### config.mk
export PLATFORM = sky130hd
export DESIGN_NAME = led_seq_ctrl
export DESIGN_NICKNAME = d
export VERILOG_FILES = /design/src/rtl/led_seq_ctrl.sv
export SDC_FILE = /design/constraint.sdc
export NUM_CORES = 1
export LEC_CHECK = 0
export ABC_AREA = 1
export BUFFER_PORTS_ARGS = -buffer_cell sky130_fd_sc_hd__buf_2
export CORE_MARGIN = 2
export CORE_UTILIZATION = 55
export DETAILED_ROUTE_END_ITERATION = 10
export PLACE_DENSITY = 0.73
export SETUP_SLACK_MARGIN = 0.02
export SYNTH_ARGS = -nofsm -noshare
export SYNTH_HDL_FRONTEND = slang
export SYNTH_SLANG_ARGS = --single-unit
### constraint.sdc
create_clock -name clk -period 4.5 [get_ports clk]
set_clock_uncertainty 0.15 [all_clocks]
set_input_delay 0.225 -clock clk [delete_from_list [all_inputs] [get_ports clk]]
set_output_delay 0.225 -clock clk [all_outputs]
set_load 0.005 [all_outputs]
### src/rtl/led_seq_ctrl.sv
// led_seq_ctrl: push-button mode sequencer (OFF/ALL_ON/BLINK/CHASE) for O1..O5 plus press-ack LED.
// Define LED_SEQ_DEBOUNCE_EN to insert a millisecond debounce filter on the synchronised button.
module led_seq_ctrl #(
   parameter int F_CLK_HZ       = 25_000_000,
   parameter int DEBOUNCE_MS    = 20,
   parameter int STEP_MS        = 250,
   parameter int ACK_MS         = 100,
   parameter bit LED_ACTIVE_LOW = 1'b0
) (
   input  logic       clk,
   input  logic       rst_n,
   input  logic       I1,
   output logic       led,
   output logic       O1,
   output logic       O2,
   output logic       O3,
   output logic       O4,
   output logic       O5,
   output logic [1:0] mode
);
   localparam int CYC = F_CLK_HZ / 1000;
   localparam int PW = CYC > 1 ? $clog2(CYC) : 1;
   localparam int SW = STEP_MS > 1 ? $clog2(STEP_MS) : 1;
   localparam int AW = $clog2(ACK_MS + 1);
   localparam logic [PW-1:0] PRE_MAX = PW'(CYC - 1);
   localparam logic [SW-1:0] STEP_LAST = SW'(STEP_MS - 1);
   localparam logic [AW-1:0] ACK_INIT = AW'(ACK_MS);

   typedef enum logic [1:0] {OFF, ALL_ON, BLINK, CHASE} state_t;

   state_t state, state_nxt;
   logic [PW-1:0] pre;
   logic ms_tick;
   logic [1:0] sync;
   logic i_sync, clean, clean_q, press;
   logic [SW-1:0] step_cnt;
   logic stepping, step, phase;
   logic [2:0] idx;
   logic [AW-1:0] ack;
   logic [4:0] o, o_nxt;

   if (CYC < 1 || CYC * 1000 != F_CLK_HZ || DEBOUNCE_MS < 1 || STEP_MS < 1 || ACK_MS < 1) begin : g_bad_param
      $error("led_seq_ctrl: invalid parameter set");
   end

   assign ms_tick = pre == PRE_MAX;

   always_ff @(posedge clk or negedge rst_n) begin
      if (!rst_n) begin
         pre  <= '0;
         sync <= '0;
      end else begin
         pre  <= ms_tick ? '0 : pre + 1'b1;
         sync <= {sync[0], I1};
      end
   end

   assign i_sync = sync[1];

`ifdef LED_SEQ_DEBOUNCE_EN
   localparam int DW = $clog2(DEBOUNCE_MS + 1);
   localparam logic [DW-1:0] DB_MAX = DW'(DEBOUNCE_MS);
   logic [DW-1:0] db_cnt;

   // Any sample matching the clean level restarts the qualification window.
   always_ff @(posedge clk or negedge rst_n) begin
      if (!rst_n) begin
         db_cnt <= '0;
         clean  <= 1'b0;
      end else if (i_sync == clean) begin
         db_cnt <= '0;
      end else if (db_cnt == DB_MAX) begin
         clean  <= i_sync;
         db_cnt <= '0;
      end else if (ms_tick) begin
         db_cnt <= db_cnt + 1'b1;
      end
   end
`else
   assign clean = i_sync;
`endif

   always_ff @(posedge clk or negedge rst_n) begin
      if (!rst_n) clean_q <= 1'b0;
      else        clean_q <= clean;
   end

   assign press = clean & ~clean_q;

   always_ff @(posedge clk or negedge rst_n) begin
      if (!rst_n) state <= OFF;
      else        state <= state_nxt;
   end

   always_comb begin
      state_nxt = press ? state_t'(state + 2'd1) : state;
   end

   assign stepping = state == BLINK || state == CHASE;
   assign step = ms_tick && stepping && step_cnt == STEP_LAST;

   // A press reinitialises the step machinery, so a coincident step is dropped.
   always_ff @(posedge clk or negedge rst_n) begin
      if (!rst_n) begin
         step_cnt <= '0;
         phase    <= 1'b0;
         idx      <= '0;
      end else if (press) begin
         step_cnt <= '0;
         phase    <= 1'b1;
         idx      <= '0;
      end else if (!stepping) begin
         step_cnt <= '0;
      end else if (ms_tick) begin
         step_cnt <= step ? '0 : step_cnt + 1'b1;
         phase    <= step ? ~phase : phase;
         idx      <= !step ? idx : idx == 3'd4 ? 3'd0 : idx + 3'd1;
      end
   end

   always_comb begin
      o_nxt = state == OFF    ? 5'b00000 :
              state == ALL_ON ? 5'b11111 :
              state == BLINK  ? {5{phase}} : 5'b00001 << idx;
   end

   always_ff @(posedge clk or negedge rst_n) begin
      if (!rst_n) begin
         o   <= '0;
         ack <= '0;
      end else begin
         o   <= o_nxt;
         ack <= press ? ACK_INIT : (ms_tick && ack != '0) ? ack - 1'b1 : ack;
      end
   end

   assign {O5, O4, O3, O2, O1} = o;
   assign mode = state;
   assign led = (ack != '0) ^ LED_ACTIVE_LOW;
endmodule

==> results.tsv <==
stage	metric	value	unit
run_status	status	complete, no violations	
critical_path	largest fanout on the critical path	5	
grt	number of global-route vias before repair	2001	
route	drt drc	0	
power_and_ir_drop	combinational fraction of design power	19.4	%
clocking	H-tree levels	2	
place	Post-Place Cells	390	
floorplan	Chip Width	72.5	µm
clocking	clock buffer depth	2	
yosys	Gate Count Post-Synth	332	
critical_path	R2R depth	8	
yosys	Post-synth EDFFs	0	
sta	Final WS setup	2.54	ns
sta	Final Max Tran Viols	0	
clocking	number of clock sinks	44	
route	first-iteration detailed-routing DRC count	182	
finish	Antenna diodes	0	
floorplan	DIE AREA	5260	µm²
sta	TNS Setup	0	ns
clocking	CTS tree	yes	
job	maxcap violations	0	
clocking	post-CTS setup buffer count	0	
route	final wirelength	4.64	mm
grt	gr ovfl total	0	
place	GPL Wtd Cong	0.831	
clocking	cts hold-fix bufs	2	
clocking	Post-CTS Resized	0	
yosys	most common cell in the synthesized netlist	nand2_1	
yosys	asr flop ratio synth	100	%
finish	Layout area overhead	7.99	%
critical_path	Req. time, crit path	4.12	ns
sta	Fin. Hold Viols	0	
sta	Final setup viols	0	
critical_path	RR Endpoint	idx[1]$_DFFE_PN0P_	
power_and_ir_drop	sw frac	29.6	%
grt	largest net degree at the start of global routing	45	
power_and_ir_drop	Power Density	324	nW/µm²
clocking	total CTS buffers	5	
yosys	top cells by area, synth	dfrtp_1, nand2_1, nand3_1	
critical_path	RR Startpoint	pre[0]$_DFF_PN0_	
route	Pre-antenna DRT Iters	4	
power_and_ir_drop	Max IR drop VDD	0.000246	V
worst_hold_path	Hold WC Path Type	register to register	
place	DPL Wire Length	3.42	mm
sta	worst hold margin	0.204	ns
grt	initial antenna violation count	0	
route	WL per Instance	11.6	µm
sta	Slew @ Worst Pin	0.949	ns
yosys	top-area cell type share of the netlist area	42.6	%
yosys	synthesized area per cell	7.78	µm²
power_and_ir_drop	overall power	0.903	mW
yosys	Mapped Nets	346	
power_and_ir_drop	Seq pwr share	51.2	%
finish	Post-Layout Cell Count	399	
critical_path	crit path to	led	
place	Port Buffer Count	10	
sta	Slew headroom	36.7	%
power_and_ir_drop	leak pwr	1.50	nW
power_and_ir_drop	P_int	0.636	mW
yosys	cell accounting for the most synthesized area	dfrtp_1	
yosys	sequential area share after synthesis	42.6	%
grt	first-pass GRT wire length	8.58	mm
sta	period utilisation layout	43.5	%
floorplan	Core Area	4440	µm²
yosys	synth cell count leaders	nand2_1, nand3_1, inv_1	
critical_path	Worst R2R Setup Slack	2.56	ns
power_and_ir_drop	sw power	0.268	mW
sta	Max Clk Rate	511	MHz
route	vias per cell	5.16	
yosys	Synthesis Warnings	0	
clocking	CTS Root Cell	clkbuf_8	
finish	share of cells above drive strength 1	12.7	%
critical_path	Critical Path Start	ack[0]$_DFFE_PN0P_	
clocking	Reg clk slew, reported paths	0.08	ns
yosys	Synth Cell Area	2580	µm²
route	Via Count	2059	
clocking	Clk Latency, worst-skew pair	0.29	ns
route	antenna-violating nets left	0	
critical_path	CP Capture Type	primary output	
sta	RSZ-0062 raised after global routing	false	
grt	GRT Overall Usage	20.4	%
critical_path	crit path kind	register to primary output	
yosys	ys flop type	dfrtp_1	
finish	final layout net count	361	
critical_path	CP arrival	1.58	ns
yosys	Unique masters post-synth	26	
floorplan	Die H	72.5	µm
floorplan	I/O pin total	11	
power_and_ir_drop	share of total power in the clock network	29.4	%
critical_path	crit path launch type	register	
floorplan	FP Rows	24	
yosys	synthesis-stage register bit count	44	
floorplan	Initial Utilization	58.1	%
sta	fin crit period	1.96	ns
place	post-placement worst setup slack	2.57	ns
logic make-up after synthesis:
family                     share of synthesized area, %
adders and majority gates                          5.33
AOI/OAI and AO/OA                                  3.29
and+or+nand+nor                                    35.2
DFF                                                42.6
buffers and inverters                              8.77
xor gates and xnor gates                           4.75
placed cells by master (no fill, tap or decap), drive strengths merged:
cell / n
a21oi: 10
buf: 10
clkbuf: 7
clkinv: 3
dfrtp: 44
dlygate4sd3: 2
ha: 11
inv: 50
nand2: 77
nand3: 49
nand3b: 1
nand4: 7
nor2: 51
nor3: 4
o21ai: 7
xnor2: 2
xor2: 12
power by group through the flow:
stage               Sequential, mW  Combinational, mW  Clock (mW)
finish                       0.462              0.175       0.266
global route                 0.468              0.205       0.286
CTS                          0.463              0.177       0.275
detailed placement           0.471              0.175           0
global placement             0.469              0.173           0
floorplan                    0.472              0.106           0
layout make-up:
class	instances	area (µm²)
Fill cell	413	1660
Multi-Input combinational cell	231	1250
Sequential cell	44	1100
Inverter	53	201
Clock buffer	7	96.3
Timing Repair Buffer	12	70.1
Tap cell	52	65.1
registers in the layout (all words and copies together), names as in the netlist:
signal    count
phase         1
clean_q       1
pre          15
step_cnt      8
idx           3
sync          2
ack           7
mode          2
o             5
per-layer routing:
metal  up-vias  routed length, µm  track usage (%)
met5         -                  0                0
met4         0                 34             4.73
met3         4                 97             4.17
met2        22               2180             33.3
met1       964               2330             28.0
li1       1069                  -                -
worst max-delay path, cell delays in order (launching register included):
cell,delay [ns]
dfrtp_1,0.38
inv_1,0.13
ha_1,0.21
inv_1,0.06
nor2_2,0.13
nand4_2,0.19
buf_2,0.19
metrics by stage:
stage               cell area, µm²  utilization (%)
floorplan                     2580                -
global placement              2670             60.1
detailed placement            2670             60.1
CTS                           2790             62.8
global route                  2790             62.8
finish                        2790             62.8
worst min-delay path by stage:
stage | slack (ns) | end | startpoint | depth (start not counted)
floorplan | -0.22 | ack[0]$_DFFE_PN0P_ | rst_n | 0
global placement | 0.19 | sync[0]$_DFF_PN0_ | I1 | 1
detailed placement | 0.19 | sync[0]$_DFF_PN0_ | I1 | 1
CTS | 0.21 | sync[1]$_DFF_PN0_ | sync[0]$_DFF_PN0_ | 0
global route | 0.22 | sync[1]$_DFF_PN0_ | sync[0]$_DFF_PN0_ | 0
finish | 0.20 | sync[1]$_DFF_PN0_ | sync[0]$_DFF_PN0_ | 0
Power figures use the tool's default switching activity.
